File: src/rtl/day_disp_pkg.sv
// Shared definitions for the weekday-name 7-segment display.
//   - 3-bit day encoding MON..SUN
//   - 7-segment glyphs {A,B,C,D,E,F,G} (bit 6 = A, 1 = lit) for every letter used
//   - day_glyph(day, pos): glyph of letter pos (0..2) of the day name, 0 for pos >= 3
//   - cnt_w(n): counter width for a modulo-n counter, never less than 1 bit
package day_disp_pkg;

  localparam logic [2:0] MON = 3'd0;
  localparam logic [2:0] TUE = 3'd1;
  localparam logic [2:0] WED = 3'd2;
  localparam logic [2:0] THU = 3'd3;
  localparam logic [2:0] FRI = 3'd4;
  localparam logic [2:0] SAT = 3'd5;
  localparam logic [2:0] SUN = 3'd6;

  localparam logic [6:0] GLYPH_A = 7'b1110111;
  localparam logic [6:0] GLYPH_D = 7'b0111101;
  localparam logic [6:0] GLYPH_E = 7'b1001111;
  localparam logic [6:0] GLYPH_F = 7'b1000111;
  localparam logic [6:0] GLYPH_H = 7'b0110111;
  localparam logic [6:0] GLYPH_I = 7'b0110000;
  localparam logic [6:0] GLYPH_M = 7'b1100110;
  localparam logic [6:0] GLYPH_N = 7'b0010101;
  localparam logic [6:0] GLYPH_O = 7'b1111110;
  localparam logic [6:0] GLYPH_R = 7'b0000101;
  localparam logic [6:0] GLYPH_S = 7'b1011011;
  localparam logic [6:0] GLYPH_T = 7'b1110000;
  localparam logic [6:0] GLYPH_U = 7'b0111110;
  localparam logic [6:0] GLYPH_W = 7'b0001110;

  function automatic int cnt_w(input int n);
    return (n < 2) ? 1 : $clog2(n);
  endfunction

  function automatic logic [6:0] day_glyph(input logic [2:0] day_val, input int unsigned pos);
    // Three glyphs packed left letter first.
    logic [20:0] name;
    // NOTE: every variable assigned in combinational code gets a default first,
    // otherwise an unlisted case leaves it holding its old value (a latch).
    name = '0;
    case (day_val)
      MON:     name = {GLYPH_M, GLYPH_O, GLYPH_N};
      TUE:     name = {GLYPH_T, GLYPH_U, GLYPH_E};
      WED:     name = {GLYPH_W, GLYPH_E, GLYPH_D};
      THU:     name = {GLYPH_T, GLYPH_H, GLYPH_U};
      FRI:     name = {GLYPH_F, GLYPH_R, GLYPH_I};
      SAT:     name = {GLYPH_S, GLYPH_A, GLYPH_T};
      SUN:     name = {GLYPH_S, GLYPH_U, GLYPH_N};
      default: name = '0;
    endcase
    case (pos)
      0:       return name[20:14];
      1:       return name[13:7];
      2:       return name[6:0];
      default: return 7'b0;
    endcase
  endfunction

endpackage

File: src/rtl/tick_gen.sv
// Modulo-N counter with synchronous clear and count enable.
//   clk  posedge clock
//   rst  synchronous active-high reset (count -> 0)
//   clr  synchronous clear, wins over en
//   en   count enable
//   tc   terminal count: high while the count equals N-1
module tick_gen
  import day_disp_pkg::*;
#(
  parameter int N = 4,
  localparam int W = cnt_w(N)
) (
  input  logic clk,
  input  logic rst,
  input  logic clr,
  input  logic en,
  output logic tc
);

  logic [W-1:0] cnt;

  assign tc = (cnt == W'(N - 1));

  // NOTE: sequential state uses non-blocking assignments so every register
  // samples pre-edge values regardless of block ordering.
  always_ff @(posedge clk) begin
    if (rst || clr) begin
      cnt <= '0;
    end else if (en) begin
      cnt <= tc ? '0 : cnt + W'(1);
    end
  end

endmodule

File: src/rtl/day_name_scroller.sv
// Shows the 3-letter weekday name on a multiplexed DIGITS-digit 7-segment display.
// The day advances after DWELL_CYCLES enabled cycles (auto mode) or on a step pulse.
//   clk       posedge clock
//   rst       synchronous active-high reset
//   en        1 = day and dwell run; 0 = frozen (scanning continues)
//   mode      0 = auto (dwell or step), 1 = manual (step only)
//   step      advance request
//   seg       segments {A..G}, seg[6] = A, 1 = lit, registered
//   an        one-hot digit select, an[0] = leftmost, registered
//   day       current day 0 = MON .. 6 = SUN, registered
//   day_wrap  one-cycle pulse alongside the SUN -> MON change
module day_name_scroller
  import day_disp_pkg::*;
#(
  parameter int DIGITS       = 4,
  parameter int DWELL_CYCLES = 4,
  parameter int SCAN_CYCLES  = 2
) (
  input  logic              clk,
  input  logic              rst,
  input  logic              en,
  input  logic              mode,
  input  logic              step,
  output logic [6:0]        seg,
  output logic [DIGITS-1:0] an,
  output logic [2:0]        day,
  output logic              day_wrap
);

  localparam int IW = cnt_w(DIGITS);

  logic          mode_q;
  logic          mode_chg;
  logic          dwell_tc;
  logic          scan_tc;
  logic          adv;
  logic [IW-1:0] scan_idx;

  // The first cycle after a mode switch restarts the dwell and cannot expire it.
  assign mode_chg = mode ^ mode_q;
  assign adv      = en & (step | (~mode & ~mode_chg & dwell_tc));

  // Dwell divider: held at zero in manual mode, restarted by every advance.
  tick_gen #(.N(DWELL_CYCLES)) u_dwell (
    .clk (clk),
    .rst (rst),
    .clr (mode | mode_chg | adv),
    .en  (en),
    .tc  (dwell_tc)
  );

  // Scan divider: free-running, independent of en and mode.
  tick_gen #(.N(SCAN_CYCLES)) u_scan (
    .clk (clk),
    .rst (rst),
    .clr (1'b0),
    .en  (1'b1),
    .tc  (scan_tc)
  );

  // mode_q only detects edges on mode, so it tracks the input even during reset
  // and a reset never looks like a mode change.
  always_ff @(posedge clk) begin
    mode_q <= mode;
  end

  always_ff @(posedge clk) begin
    if (rst) begin
      day      <= MON;
      day_wrap <= 1'b0;
      scan_idx <= '0;
      seg      <= '0;
      an       <= '0;
    end else begin
      day_wrap <= adv && (day == SUN);
      if (adv) begin
        day <= (day == SUN) ? MON : day + 3'd1;
      end
      if (scan_tc) begin
        scan_idx <= (scan_idx == IW'(DIGITS - 1)) ? '0 : scan_idx + IW'(1);
      end
      // Outputs follow the current state with one cycle of latency.
      an  <= DIGITS'(1) << scan_idx;
      seg <= day_glyph(day, 32'(scan_idx));
    end
  end

endmodule

File: config.mk
export PLATFORM = sky130hd
export DESIGN_NAME = day_name_scroller
export DESIGN_NICKNAME = d
export VERILOG_FILES = /design/src/rtl/day_disp_pkg.sv /design/src/rtl/tick_gen.sv /design/src/rtl/day_name_scroller.sv
export SDC_FILE = /design/constraint.sdc
export NUM_CORES = 1
export LEC_CHECK = 0
export BUFFER_PORTS_ARGS = -buffer_cell sky130_fd_sc_hd__buf_4
export CORE_ASPECT_RATIO = 1.25
export CORE_UTILIZATION = 43
export CTS_CLUSTER_SIZE = 14
export DETAILED_ROUTE_END_ITERATION = 16
export SYNTH_ARGS = -nofsm -noshare
export SYNTH_HDL_FRONTEND = slang
export SYNTH_HIERARCHICAL = 1
export SYNTH_SLANG_ARGS = --single-unit
File: constraint.sdc
create_clock -name clk -period 2.9 [get_ports clk]
set_clock_uncertainty 0.05 [all_clocks]
set_input_delay 0.29 -clock clk [delete_from_list [all_inputs] [get_ports clk]]
set_output_delay 0.29 -clock clk [all_outputs]
set_load 0.02 [all_outputs]
# Yosys cells after proc, flatten, opt, wreduce, memory -nomap -nowiden
# Index checks and enable logic that the tools add are counted.
totals:
  regBits: 21
  latch_bits: 0
  mem_bits_rw: 0
  rom_bits: 0
  inputBits: 5
  n_memories: 0
op_classes:
  addsub: 4
  n_mul: 0
  n_div: 0
  n_lt_le_gt_ge: 0
  n_eq_ne: 10
  shift: 1
  muxes: 5
  n_bitwise: 9
  reduce_logical: 5
ops:
  columns: ["cell", "n"]
  rows:
  - ["$pmux W21 S7", 1]
  - ["$pmux W7 S3", 1]
  - ["$eq A3 B3 Y1 const B", 3]
  - ["$eq A2 B2 Y1 const B", 3]
  - ["$eq A3 B2 Y1 const B", 2]
  - ["$add A2 B1 Y2 const B", 2]
  - ["$mux W2", 2]
  - ["$shl A1 B2 Y4 const A", 1]
  - ["$add A3 B1 Y3 const B", 1]
  - ["$and A1 B1 Y1", 3]
  - ["$eq A3 B1 Y1 const B", 1]
  - ["$logic_not A3 Y1", 1]
  - ["$mux W3", 1]
  - ["$or A1 B1 Y1", 3]
  - ["$eq A2 B1 Y1 const B", 1]
  - ["$logic_not A2 Y1", 1]
  - ["$not A1 Y1", 2]
  - ["$reduce_or A2 Y1", 1]
  - ["$add A1 B1 Y1 const B", 1]
  - ["$logic_and A1 B1 Y1", 1]
  - ["$logic_or A1 B1 Y1", 1]
  - ["$xor A1 B1 Y1", 1]

# Longest topological paths before layout
logic_depth:
  ltp_word: 8
  ltp_mapped: 8
  ltp_nobuf: 6

# Hierarchy
# The synthesis kept the hierarchy.
by_module_without_submodules:
  columns: ["mod", "n_inst", "cells_each", "area_each_um2", "seq_area_each_um2"]
  rows:
  - ["day_name_scroller", 1, 115, 974.7, 360.3]
  - ["tick_gen (u_dwell)", 1, 8, 95.1, 40.0]
  - ["tick_gen (u_scan)", 1, 3, 38.8, 20.0]

# Worst setup path before layout
# No wires, ideal clock.
synth_path:
  kind: "flip-flop to flip-flop"
  from: "register day[2]"
  to: "register seg[1]"
  setup_ns: 0.131
  arrival_ns: 2.060
  slack_ns: 0.659
  path_stages_with_launch: 8
  path_buffers: 2
  period_less_slack_ns: 2.241
  path_cell_list: "dfxtp_1 -> buf_4 -> clkbuf_1 -> inv_1 -> ha_1 -> or4b_1 -> a2111oi_2 -> a211oi_1"
synth_between:
  elab_chain_cells: 3
synth_rtl:
  columns: ["item", "line", "source"]
  rows:
  - ["from (decl)", "day_name_scroller.sv:26", "output logic [2:0] day,"]
  - ["from (signal assigned)", "day_name_scroller.sv:77", "day <= (day == SUN) ? MON : day + 3'd1;"]
  - ["$eq A3 B3 Y1, or another cell as far along", "day_disp_pkg.sv:41", "case (day_val)"]
  - ["$pmux W21 S7 *", "day_disp_pkg.sv:41", null]
  - ["$pmux W7 S3 *", "day_disp_pkg.sv:51", "case (pos)"]
  - ["to (signal assigned)", "day_name_scroller.sv:84", "seg <= day_glyph(day, 32'(scan_idx));"]
  - ["to (decl)", "day_name_scroller.sv:24", "output logic [6:0] seg,"]
# Mark *: on every way between the ends. The rest lies on a longest branch, timed or not.
# A chain may end at the register's enable or synchronous reset.

# Final worst setup path
layout_path:
  from: "register day[0]"
  to: "register seg[1]"
# The elaborated chain is that of the path after synthesis.

==> summary.md <==
| Metric | Value |
|---|---|
| Antenna Nets Post-Route | `0` |
| Antenna violations before repair | `0` |
| Die height | `58.8 um` |
| Post-Synthesis Cell Area | `0.00111 mm^2` |
| Peak supply drop | `0.000279 V` |
| Drt pass-1 iters | `4` |
| HPWL Detailed | `1640 um` |
| Yosys top cell area share | `37.9%` |
| GRT Total Usage | `19.8%` |
| Sinks on Clock Net | `21` |
| Post-layout min period | `2.21 ns` |
| Synth warn | `6` |
| Most used DFF post-synth | `dfxtp_1` |
| Global-route congestion overflow total | `0` |
| Die X | `47.4 um` |
| GPL Wtd Cong | `0.962` |
| Fin crit share | `76.2%` |
| Largest net degree at the start of global routing | `20` |
| Status | `finished, final reports clean` |
| Clock root buffer | `clkbuf_4` |
| CTS H-tree depth | `1` |
| Vias in the first global route | `924` |
| Setup-failing EPs final | `0` |
| Pwr Density | `423 mW/mm^2` |
| Syn_nets | `138` |
| Syn Inst Count | `126` |
| Post-synth top area cell | `dfxtp_1` |
| TNS Setup | `0 ns` |
| CP Capture Type | `flop` |
| Design area | `0.00129 mm^2` |
| FP Rows | `20` |
| First-pass GRT wire length | `3950 um` |
| Core area | `0.00243 mm^2` |
| Count of final max-slew check failures | `0` |
| Max Fanout on Critical Path | `16` |
| Worst-path clk slew | `0.12 ns` |
| Unrepaired setup endpoints after global routing | `no` |
| CTS max path bufs | `2` |
| Register area share after synthesis | `37.9%` |
| Post-synth EDFFs | `0` |
| FF+latch count, synth | `21` |
| Layout area overhead | `16.7%` |
| Drt wl/cell | `12.9 um` |
| Avg Inst Size Synth | `8.80 um^2` |
| DRC | `0` |
| Worst hold slack | `0.0451 ns` |
| CTS tree | `yes` |
| Tot Pwr | `0.000547 W` |
| Antenna diodes | `0` |
| Share of cells above drive strength 1 | `21.1%` |
| Crit Path Category | `reg2reg` |
| Async S/R FF share, synth | `0%` |
| Via count | `950` |
| CP Data Required Time | `3.05 ns` |
| Post-CTS Resized | `0` |
| Initial cell density of the core | `45.7%` |
| Endpoints failing hold | `0` |
| I/O Buffers | `19` |
| Largest cells by area after synthesis | `dfxtp_1 (38%), ha_1 (7.9%), nor3_1 (2.7%), o21ai_0 (2.7%), inv_1 (2.7%)` |
| I/O pins | `20` |
| Post-CTS Hold Fix Bufs | `0` |
| Data arrival time of the worst path | `2.36 ns` |
| Pleak | `0.520 nW` |
| Setup Fix Bufs, Post-CTS | `0` |
| Reg-to-reg setup timing slack | `0.69 ns` |
| Vias per cell | `5.43` |
| Max Cap Violations | `0` |
| DP Area | `0.00127 mm^2` |
| Total CTS buffers | `3` |
| Worst setup SP type | `flop` |
| Clk_lat worst skew | `0.31 ns` |
| Final nets | `155` |
| Initial drt markers | `28` |
| Die Area | `0.00279 mm^2` |
| HP Class | `in2reg` |
| Fmax | `0.453 GHz` |
| DRT Wirelength | `2260 um` |
| Netlist cell types | `46` |
## critical path, cell delays in order (launching register included)
cell	delay, ns
dfxtp_1	0.47
nand2_1	0.22
inv_1	0.09
ha_1	0.30
or4b_1	0.52
a2111oi_2	0.37
a211oi_1	0.08
## area by class of cell
cell class | count | area [um^2]
Clock buffer | 3 | 22.5
Tap cell | 33 | 41.3
Fill cell | 238 | 1130
Multi-Input combinational cell | 89 | 624
Clock inverter | 1 | 5.00
Inverter | 8 | 30.0
Sequential cell | 21 | 420
Timing Repair Buffer | 20 | 150
## synthesized netlist by cell type, types with 2 or more instances
cell / count
dfxtp_1: 21
inv_1: 8
nand2_1: 8
clkbuf_1: 7
ha_1: 7
nor2_1: 7
nor3_1: 6
o21ai_0: 6
a21oi_1: 5
a31oi_1: 4
nor2b_1: 3
a21o_1: 2
and2_1: 2
conb_1: 2
mux2i_1: 2
nand2b_1: 2
nand3_1: 2
nor3b_1: 2
or2_2: 2
or2b_1: 2
## registers in the layout, summed over array words and instances, names as in the netlist
name	count
an	4
day	3
day_wrap	1
mode_q	1
scan_idx	2
seg	7
u_dwell/cnt	2
u_scan/tc	1
## report_power, final
part	switching, W	total [W]	internal [W]
Sequential	0.0000104	0.000313	0.000303
Clock	0.0000951	0.000147	0.0000516
Combinational	0.0000493	0.0000877	0.0000384
Total	0.000155	0.000547	0.000393
## worst paths after layout
path | startpoint | end | depth (start not counted)
worst max-delay path | day[0] | seg[1] | 6
worst min-delay path | mode | mode_q | 1
worst max register to register | day[0] | seg[1] | 6
worst min register to register | u_dwell/cnt[0] | u_dwell/cnt[0] | 2
## layer usage
layer,routed length (um),part of all wire (%),GRT usage (%),vias to the layer above
li1,-,-,-,481
met1,970,43,23.1,441
met2,1150,51,31.9,21
met3,81,3.6,3.37,7
met4,63,2.8,12.7,0
met5,0,0,0,-
## stage by stage
stage / instances / worst slack, ns / util (%)
floorplan: 126 / 0.659 / -
global placement: 171 / 0.830 / 52.2
detailed placement: 171 / 0.710 / 52.2
CTS: 175 / 0.705 / 53.3
global route: 175 / 0.544 / 53.3
finish: 175 / 0.691 / 53.3
## cell usage in the layout (no fill, tap or decap), types with 4 or more instances in the layout
cell	count
nand2_1	8
nor2_1	7
a21oi_1	5
o21ai_0	6
a31oi_1	4
nor3_1	6
buf_4	20
ha_1	7
dfxtp_1	21
inv_1	8
## kinds of logic after synthesis
family / synth area share (%)
flops: 37.9
other cells: 0.677
compound gates: 22.6
mux: 1.81
fa+ha+maj: 7.90
buf+inv: 5.76
xor+xnor: 0.790
simple gates: 22.6
No activity file was read; power rests on OpenSTA's default activity.
